===== src/rtl/interrupt_ctrl_pkg.sv =====
// Shared types and constants for the interrupt controller.
// Holds the FSM state enum, redirect cause codes and default vectors.
package interrupt_ctrl_pkg;

    typedef enum logic {
        IDLE    = 1'b0,
        HANDLER = 1'b1
    } state_t;

    localparam logic [1:0] CAUSE_NONE = 2'd0;
    localparam logic [1:0] CAUSE_IRQ  = 2'd1;
    localparam logic [1:0] CAUSE_EXC  = 2'd2;
    localparam logic [1:0] CAUSE_ERET = 2'd3;

    localparam logic [31:0] DEF_IRQ_VECTOR = 32'h8000_0004;
    localparam logic [31:0] DEF_EXC_VECTOR = 32'h8000_0008;

    // Return address for an interrupt: a delay-slot instruction must
    // resume at its branch so the branch is re-executed.
    function automatic logic [31:0] irq_return_pc(
        input logic [31:0] pc,
        input logic        delay_slot
    );
        return delay_slot ? pc - 32'd4 : pc;
    endfunction

endpackage


===== src/rtl/interrupt_ctrl_edge.sv =====
// IRQ rising-edge detector with a single-entry pending latch.
// Ports: clk, reset, IRQ (level), consume (clear request), pending (out).
module irq_edge_latch (
    input  logic clk,
    input  logic reset,
    input  logic IRQ,
    input  logic consume,
    output logic pending
);

    logic irq_d;
    logic edge_seen;

    // irq_d clears on reset, so a level held across reset release
    // is seen as an edge in the first cycle after reset.
    assign edge_seen = IRQ & ~irq_d;

    // A new edge wins over a same-cycle consume.
    always_ff @(posedge clk) begin
        if (reset) begin
            irq_d   <= 1'b0;
            pending <= 1'b0;
        end else begin
            irq_d   <= IRQ;
            pending <= edge_seen | (pending & ~consume);
        end
    end

endmodule


===== src/rtl/interrupt_ctrl.sv =====
// Interrupt/exception controller: decides pipeline redirects for IRQ,
// undefined-instruction exceptions and eret. Ports: clk, reset, IRQ,
// pc_ex, ex_valid, ex_delay_slot, stall, exc_req, eret -> redirect,
// redirect_pc, cause, epc, in_handler, irq_pending, double_fault.
module interrupt_ctrl
    import interrupt_ctrl_pkg::*;
#(
    parameter logic [31:0] IRQ_VECTOR = DEF_IRQ_VECTOR,
    parameter logic [31:0] EXC_VECTOR = DEF_EXC_VECTOR
) (
    input  logic        clk,
    input  logic        reset,
    input  logic        IRQ,
    input  logic [31:0] pc_ex,
    input  logic        ex_valid,
    input  logic        ex_delay_slot,
    input  logic        stall,
    input  logic        exc_req,
    input  logic        eret,
    output logic        redirect,
    output logic [31:0] redirect_pc,
    output logic [1:0]  cause,
    output logic [31:0] epc,
    output logic        in_handler,
    output logic        irq_pending,
    output logic        double_fault
);

    state_t      state;
    state_t      state_next;
    logic [31:0] epc_next;
    logic        df_next;
    logic        consume;
    logic        eligible;

    irq_edge_latch u_edge (
        .clk     (clk),
        .reset   (reset),
        .IRQ     (IRQ),
        .consume (consume),
        .pending (irq_pending)
    );

    assign eligible   = ex_valid & ~stall;
    assign in_handler = (state == HANDLER);

    always_ff @(posedge clk) begin
        if (reset) begin
            state        <= IDLE;
            epc          <= '0;
            double_fault <= 1'b0;
        end else begin
            state        <= state_next;
            epc          <= epc_next;
            double_fault <= df_next;
        end
    end

    // Redirect outputs are combinational; reset forces them low.
    always_comb begin
        state_next  = state;
        epc_next    = epc;
        df_next     = double_fault;
        consume     = 1'b0;
        redirect    = 1'b0;
        redirect_pc = '0;
        cause       = CAUSE_NONE;
        if (!reset) begin
            case (state)
                IDLE: begin
                    // Exception outranks IRQ; pending is left set.
                    if (eligible && exc_req) begin
                        redirect    = 1'b1;
                        redirect_pc = EXC_VECTOR;
                        cause       = CAUSE_EXC;
                        epc_next    = pc_ex + 32'd4;
                        state_next  = HANDLER;
                    end else if (eligible && irq_pending) begin
                        redirect    = 1'b1;
                        redirect_pc = IRQ_VECTOR;
                        cause       = CAUSE_IRQ;
                        consume     = 1'b1;
                        epc_next    = irq_return_pc(pc_ex, ex_delay_slot);
                        state_next  = HANDLER;
                    end
                end
                HANDLER: begin
                    // No nesting: a fault inside the handler is only
                    // recorded.
                    if (eligible && exc_req) begin
                        df_next = 1'b1;
                    end else if (eligible && eret) begin
                        redirect    = 1'b1;
                        redirect_pc = epc;
                        cause       = CAUSE_ERET;
                        state_next  = IDLE;
                    end
                end
            endcase
        end
    end

endmodule


===== config.mk =====
export PLATFORM = sky130hd
export DESIGN_NAME = interrupt_ctrl
export DESIGN_NICKNAME = d
export VERILOG_FILES = /design/src/rtl/interrupt_ctrl_pkg.sv /design/src/rtl/interrupt_ctrl_edge.sv /design/src/rtl/interrupt_ctrl.sv
export SDC_FILE = /design/constraint.sdc
export NUM_CORES = 1
export LEC_CHECK = 0
export ABC_AREA = 1
export CORE_MARGIN = 2
export CORE_UTILIZATION = 51
export CTS_BUF_LIST = sky130_fd_sc_hd__clkbuf_4
export DETAILED_ROUTE_END_ITERATION = 6
export PLACE_DENSITY = 0.94
export SYNTH_ARGS = -nofsm -noshare
export SYNTH_HDL_FRONTEND = slang
export SYNTH_HIERARCHICAL = 1
export SYNTH_SLANG_ARGS = --single-unit

===== constraint.sdc =====
create_clock -name clk -period 3.55 [get_ports clk]
set_input_delay 0.5325 -clock clk [delete_from_list [all_inputs] [get_ports clk]]
set_output_delay 0.5325 -clock clk [all_outputs]
set_load 0.01 [all_outputs]

# After elaboration in Yosys (flattened, before gate mapping)
# Index checks and enable logic that the tools add are counted.
# classes
n_bitwise,8
multipliers,0
n_mux,27
div_mod_pow,0
n_reduce_logical,6
order_cmp,0
n_shift,0
add_sub_neg,2
n_eq_ne,0
# ops
op,n
two-way mux 32 bit,8
case mux 32 bit (2 select lines),1
"adder 32 x 3 -> 32 bit, second input constant",1
"subtractor 32 x 3 -> 32 bit, second input constant",1
two-way mux 1 bit,11
two-way mux 2 bit,4
NOT 1 bit,4
case mux 1 bit (2 select lines),2
case mux 2 bit (2 select lines),1
AND reduction 2 bit,2
AND 1 bit,3
logical AND 1 bit,3
nonzero test 2 bit,1
bitwise OR 1 bit,1
# totals
ff_bits,36
inputBits,40
memories,0
rom_bits,0
word_cells,48
ram_bits,0
latch_bits,0
output_inout_bits,70

# Depth between registers and ports, before layout
# depth
depth_word,10
mapped_depth,13
mapped_depth_nobuf,13

# Modules after synthesis
# Netlist, hierarchy kept.
# modules_own_cells
mod,cells_per_inst,instances,area_each_um2,seq_area_each_um2
interrupt_ctrl,528,1,3041.7,680.7
irq_edge_latch,10,1,77.6,40.0

# Worst setup path after synthesis
# Ideal clock, no wire load.
# synth_path
path_type,input port to output port
start,in stall
end,out redirect_pc[3]
arrival_ns,1.587
required_time_ns,3.017
stages,5
slack_ns,1.431
cell_sequence,inv_1 > nand3_4 > clkbuf_1 > o31ai_1 > o21a_1
# synth_via
elab_chain_cells,7
# synth_lines
item,line,rtl
from (decl),interrupt_ctrl.sv:17,"input logic stall,"
NOT 1 bit (*),interrupt_ctrl.sv:44,assign eligible = ex_valid & ~stall;
AND 1 bit (*),interrupt_ctrl.sv:44,
logical AND 1 bit,interrupt_ctrl.sv:92,end else if (eligible && eret) begin
two-way mux 32 bit,interrupt_ctrl.sv:92,
two-way mux 32 bit,interrupt_ctrl.sv:90,if (eligible && exc_req) begin
case mux 32 bit (2 select lines) (*),interrupt_ctrl.sv:69,case (state)
two-way mux 32 bit (*),interrupt_ctrl.sv:68,if (!reset) begin
to (decl),interrupt_ctrl.sv:21,"output logic [31:0] redirect_pc,"
# Every way passes the cells marked *; elsewhere a longest branch is shown, timed or not.

# Worst setup path after layout
# layout_path
start,in ex_valid
end,out redirect_pc[14]
# layout_via
elab_chain_cells,6
# layout_lines
item,line,rtl
from (decl),interrupt_ctrl.sv:15,"input logic ex_valid,"
AND 1 bit (*),interrupt_ctrl.sv:44,
logical AND 1 bit,interrupt_ctrl.sv:92,
two-way mux 32 bit,interrupt_ctrl.sv:92,
two-way mux 32 bit,interrupt_ctrl.sv:90,
case mux 32 bit (2 select lines) (*),interrupt_ctrl.sv:69,
two-way mux 32 bit (*),interrupt_ctrl.sv:68,
# Marked as above.

==> out/results.tsv <==
metric	value	unit
ys_ff_latch	36	
fp.dieW	82.2	um
synth_edf_count	0	
die_h	82.2	um
crit_required	3.02	ns
cts_buffers	5	
cap_violations	0	
relSlewSlack	64.9	%
finalHoldViolCount	0	
synth_warnings	6	
port_buffers	109	
fillCellCount	494	
startpoint_type	primary input	
tns	0	ns
wirelength	10.6	mm
p_leak	1.77	nW
synth_cell_types	37	
violations	design-rule violations	
hold_class	reg -> reg	
grt-ovfl-total	0	
rsz0062_at_grt	no	
seq_area_frac_synth	23.1	%
clk_latency	0.36	ns
ys.flop_type	dfxtp_1	
final_area	0.00434	mm2
tightestPinTransition	0.525	ns
ctsHoldBuffers	0	
clk_pin_slew_worst_paths	0.11	ns
ant_nets	0	
skew	0.0151	ns
firstDrtPassIters	7	
ir_drop	0.161	mV
min_period	3.25	ns
cp-end-kind	primary output	
synthToLayoutAreaGrowth	39.0	%
cts_root_buf	clkbuf_4	
cts_tree	yes	
hpwl	8.20	mm
grt_pass1_wl	16.6	mm
drive_above_1_share	8.57	%
io_pins	110	
worstPathArrival	2.72	ns
period_share	91.7	%
wire_per_inst	14.8	um
grt_max_degree	44	
core	0.00592	mm2
crit_chain	clkdlybuf4s50_1 -> nand2_1 -> inv_1 -> nand2_1 -> nor2_1 -> nand2_1 -> buf_4 -> nor2_1 -> clkdlybuf4s50_1	
syn_nets	580	
slowest_stage	clkdlybuf4s50_1	
grt_use_total	31.9	%
worst-setup-path-type	in -> out	
placed_cell_area	0.00426	mm2
postCtsSetupBuffers	0	
synthesis.area	0.00312	mm2
cp_slowest_stage_delay	0.54	ns
cts.sinks	36	
cts_max_level	2	
num_antenna_cells	0	
drv_slew	0	
powerDensity	257	mW/mm2
cp_max_fo	18	
cp_common_cell	nand2_1	
cts-resized-gates	0	
cts_buffer_depth	2	
initial_core_util	52.7	%
viasPerCell	5.55	
synth_area_per_cell	5.80	um2
max_freq	0.307	GHz
netlist_instances	538	
antenna_found_initial	0	
std_cell_rows	28	
synthArstFlopShare	0	%
vias	3980	
drc	2	
status	finished, violations left	
dieArea	0.00676	mm2
final_util	73.2	%
place.gp.congestion	0.986	
final_nets	683	
setup_viol	0	
grt_pass1_vias	3588	
drt_iter0_drc	456	
[logic make-up (layout without fill, tap and decap cells)]
| logic type | count (synthesis) | in the layout | share of synthesized area [%] |
|---|---|---|---|
| adders and majority gates | 2 | 2 | 0.802 |
| xor gates and xnor gates | 8 | 8 | 2.25 |
| AOI/OAI and AO/OA | 90 | 90 | 15.9 |
| DFF | 36 | 36 | 23.1 |
| buffers and inverters | 108 | 212 | 13.7 |
| and+or+nand+nor | 294 | 294 | 44.2 |
[layout make-up]
| type | count | area [um2] | area share (%) |
|---|---|---|---|
| tap | 75 | 93.8 | 2.16 |
| clock buffer | 6 | 45.0 | 1.04 |
| multi-input combinational | 394 | 1970 | 45.5 |
| sequential | 36 | 721 | 16.6 |
| timing repair buffer | 115 | 1140 | 26.2 |
| clock inverter | 2 | 35.0 | 0.808 |
| inverter | 89 | 334 | 7.70 |
[per-stage QoR]
step,cells,power [mW],hold slack [ns],setup WS [ns]
after floorplan,538,0.633,0.450,1.43
after global placement,709,0.799,0.445,0.425
after detailed placement,709,0.811,0.447,0.338
after CTS,717,1.11,0.473,0.322
after global routing,717,1.17,0.500,0.132
final,717,1.12,0.474,0.296
[synth_stat cells, types with 3 or more instances]
cell | instances | share of area (%)
o21ai_0 | 50 | 8.0
buf_4 | 3 | 0.72
nand2_1 | 108 | 13
nand3_4 | 3 | 1.7
nor2_1 | 86 | 10
dfxtp_1 | 36 | 23
inv_2 | 4 | 0.48
nor3_1 | 11 | 1.8
xnor2_1 | 4 | 1.1
o21a_1 | 4 | 0.96
nor2_2 | 10 | 2.0
nand3_1 | 38 | 6.1
a21oi_1 | 21 | 3.4
nor2_4 | 5 | 1.8
clkbuf_1 | 7 | 0.84
o21ai_1 | 6 | 0.96
nand2_2 | 5 | 1.0
buf_2 | 8 | 1.3
nand4_1 | 14 | 2.8
inv_1 | 85 | 10
nand3_2 | 6 | 1.9
xor2_1 | 4 | 1.1
[critical path: cells and delay by family]
kind / cells / cell delay (ns)
buf+inv: 4 / 1.48
simple gates: 5 / 0.71
[cell usage in the layout (no fill, tap or decap), types with 3 or more instances in the layout]
master	instances
clkdlybuf4s50_1	109
clkbuf_4	6
nand3_1	38
nor2_2	10
inv_2	4
o21ai_1	6
nand2_2	5
dfxtp_1	36
nand3_2	6
o21ai_0	50
a21oi_1	21
nand2_1	108
nand4_1	14
xnor2_1	4
nor3_1	11
inv_1	85
nor2_4	5
nand3_4	3
nor2_1	86
xor2_1	4
buf_4	6
o21a_1	4
[metal layers]
layer / GRT usage [%] / routed length (um)
met3: 5.43 / 1150
met1: 40.6 / 4090
met2: 54.0 / 5100
met4: 11.0 / 285
met5: 0 / 0
[power by group]
part / internal [mW] / switching (mW) / leakage, nW
clock: 0.155 / 0.150 / 0.0456
combinational: 0.155 / 0.191 / 1.43
sequential: 0.439 / 0.0260 / 0.296
[state kept, by name, summed over array words and instances (netlist names)]
name,flops
epc,32
double_fault,1
in_handler,1
u_edge/irq_d,1
u_edge/pending,1
[final timing paths]
| kind | cells past startpoint | from | slack (ns) | endpoint |
|---|---|---|---|---|
| max | 9 | ex_valid | 0.30 | redirect_pc[14] |
| min | 2 | epc[1] | 0.47 | epc[1] |
| max reg2reg | 8 | u_edge/pending | 1.74 | epc[9] |
| min reg2reg | 2 | epc[1] | 0.47 | epc[1] |
Power figures use the tool's default switching activity.
==> variant 1 (config.mk and constraints unchanged) <==
Register the output `redirect_pc`, cleared by the reset; this adds one clock of latency there. The other outputs are not delayed to match.
--- a/src/rtl/interrupt_ctrl.sv
+++ b/src/rtl/interrupt_ctrl.sv
@@ -27,2 +27,4 @@
 );
+
+    logic [31:0] redirect_pc_d;
 
@@ -65,3 +67,3 @@
         redirect    = 1'b0;
-        redirect_pc = '0;
+        redirect_pc_d = '0;
         cause       = CAUSE_NONE;
@@ -73,3 +75,3 @@
                         redirect    = 1'b1;
-                        redirect_pc = EXC_VECTOR;
+                        redirect_pc_d = EXC_VECTOR;
                         cause       = CAUSE_EXC;
@@ -79,3 +81,3 @@
                         redirect    = 1'b1;
-                        redirect_pc = IRQ_VECTOR;
+                        redirect_pc_d = IRQ_VECTOR;
                         cause       = CAUSE_IRQ;
@@ -93,3 +95,3 @@
                         redirect    = 1'b1;
-                        redirect_pc = epc;
+                        redirect_pc_d = epc;
                         cause       = CAUSE_ERET;
@@ -102,2 +104,10 @@
 
+    always_ff @(posedge clk) begin
+        if (reset) begin
+            redirect_pc <= '0;
+        end else begin
+            redirect_pc <= redirect_pc_d;
+        end
+    end
+
 endmodule
Check against the original RTL: not equivalent (a bounded check fails within 4 cycles, from zero or initial values and one cycle with reset high).
==> variant 1 against the unedited design <==
- worst setup slack better by 0.34 ns
- count of clock-buffer cells in the layout up 3
- sequential share of layout area up 10 points
- wire length up 23%
- synthesized cell count up 8.6%
- cell area up 17%
- synthesized area up 21%
- critical path depth down 1
- clock power up 75%
- hold slack worse by 0.028 ns
- sequential cell count up 32
- power up 53%
==> variant 1: results <==
set metrics [dict create \
    wl_met3_um 1000 \
    synth_nets 626 \
    r2r_cells 8 \
    grt.total_usage_pct 32.6 \
    clock_skew_ns 0.0208 \
    dpl_cell_area_um2 4950 \
    antenna_found_initial 0 \
    numCtsBuffers 9 \
    crit_path_top_delay_cell "clkdlybuf4s50_1" \
    relSlewSlack_pct 67.4 \
    h-tree-depth 3 \
    wl_met2_um 6230 \
    hold_depth 2 \
    cts_root_buf "clkbuf_4" \
    peakVddDrop_v 0.000202 \
    clock_path_buffers 2 \
    slowest_delay_ns 0.54 \
    drive_above_1_share_pct 7.43 \
    grt_max_degree 51 \
    critPathArrivalTime_ns 2.38 \
    drtIter0Drc 295 \
    crit_path_max_fanout 3 \
    clock_latency_ns 0.43 \
    reg_top3 "epc x32, redirect_pc x32" \
    dp_hpwl_um 10100 \
    fill_cells 618 \
    synth.area.top_cells "dfxtp_1, nand2_1, nor2_1, inv_1, nand3_1" \
    antenna_cells 0 \
    synth_cell_types 39 \
    path_clk_slew_ns 0.13 \
    routed.top_layer "met4" \
    drt-pass1-iter-count 7 \
    grt_pass1_vias 4228 \
    cts_resized 0 \
    synth_warnings 6 \
    synthMostInstantiatedCell "nand2_1" \
    p_leak_nw 2.10 \
    ys_seq_area_share_pct 36.1 \
    via_per_inst 5.43 \
    cts_hold_buf 0 \
    wire_per_inst_um 16.4 \
    synth_commonest_cells "nand2_1, nor2_1, inv_1" \
    layout.nets 737 \
    wirelength_met1_um 5470 \
    ys.flop_type "dfxtp_1" \
    globalplace.congestion 0.923 \
    status "finished clean" \
    cts_setup_buffers 0 \
    grt_pass1_wl_um 20900 \
]
## variant 1: routing by layer
metal  vias up  track usage [%]
met3        31             6.96
met4         0             15.3
met2       210             53.8
li1       2088                -
met1      2006             40.5
met5         -                0
## variant 1: area by class of cell
cell class | count | area [µm²] | area share, %
inverter | 93 | 349 | 6.86
clock inverter | 7 | 75.1 | 1.47
sequential | 68 | 1360 | 26.7
tap | 99 | 124 | 2.43
timing repair buffer | 115 | 1140 | 22.3
multi-input combinational | 408 | 1980 | 38.9
clock buffer | 9 | 67.6 | 1.33
## variant 1: metrics by stage
step	hold WS, ns	power [W]	worst slack (ns)	cells	utilization [%]
finish	0.446	0.00171	0.638	799	70.6
global route	0.448	0.00179	0.535	799	70.6
CTS	0.445	0.00171	0.647	799	70.6
detailed placement	0.434	0.00119	0.651	783	68.6
global placement	0.428	0.00118	0.756	783	68.6
floorplan	0.450	0.00100	1.65	584	-
## variant 1: path summary, 6_finish.rpt
kind	start	endpoint	slack [ns]
worst max register to register	u_edge/pending	epc[9]	1.75
worst min-delay path	epc[7]	redirect_pc[7]	0.45
worst min register to register	epc[7]	redirect_pc[7]	0.45
worst max-delay path	ex_valid	cause[0]	0.64
## variant 1: logic make-up (layout without fill, tap and decap cells)
group           Yosys count  after routing  synth area share, %
compound gates           83             83                 12.0
xor+xnor                  9              9                 2.09
fa+ha+maj                 2              2                0.663
buf+inv                 108            224                 11.5
flops                    68             68                 36.1
simple gates            314            314                 37.6
## variant 1: power by group
| part | internal, W | switching (W) |
|---|---|---|
| clock | 0.000218 | 0.000317 |
| combinational | 0.000152 | 0.000201 |
| sequential | 0.000799 | 0.0000261 |
## variant 1: worst max-delay path, delay by kind of cell
family | cells | cell delay, ns
and+or+nand+nor | 4 | 0.58
buffers and inverters | 4 | 1.26
==> variant 2 (same settings) <==
Without the edit above. Reset style: asynchronous (`reset`), changed in 2 clocked blocks.
--- a/src/rtl/interrupt_ctrl_edge.sv
+++ b/src/rtl/interrupt_ctrl_edge.sv
@@ -18,3 +18,3 @@
     // A new edge wins over a same-cycle consume.
-    always_ff @(posedge clk) begin
+    always_ff @(posedge clk or posedge reset) begin
         if (reset) begin
--- a/src/rtl/interrupt_ctrl.sv
+++ b/src/rtl/interrupt_ctrl.sv
@@ -46,3 +46,3 @@
 
-    always_ff @(posedge clk) begin
+    always_ff @(posedge clk or posedge reset) begin
         if (reset) begin
Behaviour: differs if reset is asserted again (counterexample within 4 cycles, from zero or initial values and one cycle with reset high); with reset held inactive, the same outputs for 10 cycles.
==> variant 2 against the unedited design <==
- critical endpoint is now redirect_pc[21]
- hold slack lost 0.028 ns
- worst setup slack better by 0.099 ns
- cell area up 4.9%
- fmax grew 3.1%
- synthesized area up 5.4%
- wire length increased by 5.8%
- sequential cell count is the same
- non-clock buffer count grew 1
Power is not compared: it rests on default switching activity, and its combinational part moved more than twofold at a synthesized area within 25%.
==> variant 2: results <==
set metrics [dict create \
    cpLargestDelayFamily "buffers and inverters" \
    largest_register_ffs 32 \
    avgSynthCellArea_um2 5.77 \
    worst-r2r-setup-slack_ns 1.54 \
    drt-pass1-iter-count 6 \
    seqPwrFrac_pct 36.6 \
    crit_path_top_delay_cell "clkdlybuf4s50_1" \
    synthArstFlopShare_pct 100 \
    synth_cell_types 29 \
    hold_path.class "in -> async" \
    grt_pass1_vias 3859 \
    grt_use_met1_pct 42.3 \
    r2r_cells 6 \
    grt_util_met2_pct 51.5 \
    gr-usage-met3_pct 4.52 \
    fill_cells 542 \
    clock_skew_ns 0.0140 \
    r2r-end "epc[24]" \
    critPathArrivalTime_ns 2.62 \
    timing_hold_violations_final 0 \
    cp-endpoint "redirect_pc[21]" \
    power_density_nw_per_um2 448 \
    rr_startpoint "in_handler" \
    grt_max_degree 37 \
    grt.total_usage_pct 31.7 \
    ys.flop_type "dfrtp_1" \
    wire_per_inst_um 14.8 \
    cts_resized 0 \
    wl_met2_um 5360 \
    synth_nets 612 \
    dpl_cell_area_um2 4470 \
    period_share_pct 88.9 \
    crit_path_max_fanout 20 \
    synth.area.top_cells "dfrtp_1, nand2_1, nor2_1, nand3_1, inv_1" \
    dp_worst_setup_slack_ns 0.369 \
    via_per_inst 5.41 \
    grt_pass1_wl_um 18000 \
    dp_hpwl_um 9030 \
    cts_hold_buf 0 \
    drive_above_1_share_pct 6.90 \
    wirelength_met1_um 4740 \
    ys_seq_area_share_pct 27.4 \
    status "finished clean" \
    layout.nets 722 \
    drtIter0Drc 315 \
    synth_commonest_cells "nand2_1, nor2_1, inv_1" \
    place_inst 750 \
    stdcell_count 758 \
    globalplace.congestion 0.905 \
    slowest_delay_ns 0.55 \
    relSlewSlack_pct 57.3 \
    path_clk_slew_ns 0.11 \
    wl_met3_um 834 \
]
## variant 2: worst min path at each step
| stage | from | end | slack (ns) |
|---|---|---|---|
| floorplan | reset | u_edge/irq_d | 0.27 |
| global placement | double_fault | double_fault | 0.44 |
| detailed placement | double_fault | double_fault | 0.47 |
| CTS | reset | u_edge/pending | 0.45 |
| global route | reset | u_edge/pending | 0.46 |
| finish | reset | u_edge/pending | 0.45 |
## variant 2: cells by family (layout without fill, tap and decap cells)
family,after synthesis,in the layout,share of synthesized area (%)
xor gates and xnor gates,7,7,1.87
AOI/OAI and AO/OA,35,35,5.98
adders and majority gates,2,2,0.761
buffers and inverters,109,220,12.8
and+or+nand+nor,381,381,51.2
DFF,36,36,27.4
## variant 2: cell type report
type                            count  area share (%)
Clock buffer                        6           0.990
Inverter                           96            7.92
Clock inverter                      2           0.770
Multi-Input combinational cell    425            43.2
Sequential cell                    36            19.8
Tap cell                           77            2.12
Timing Repair Buffer              116            25.1
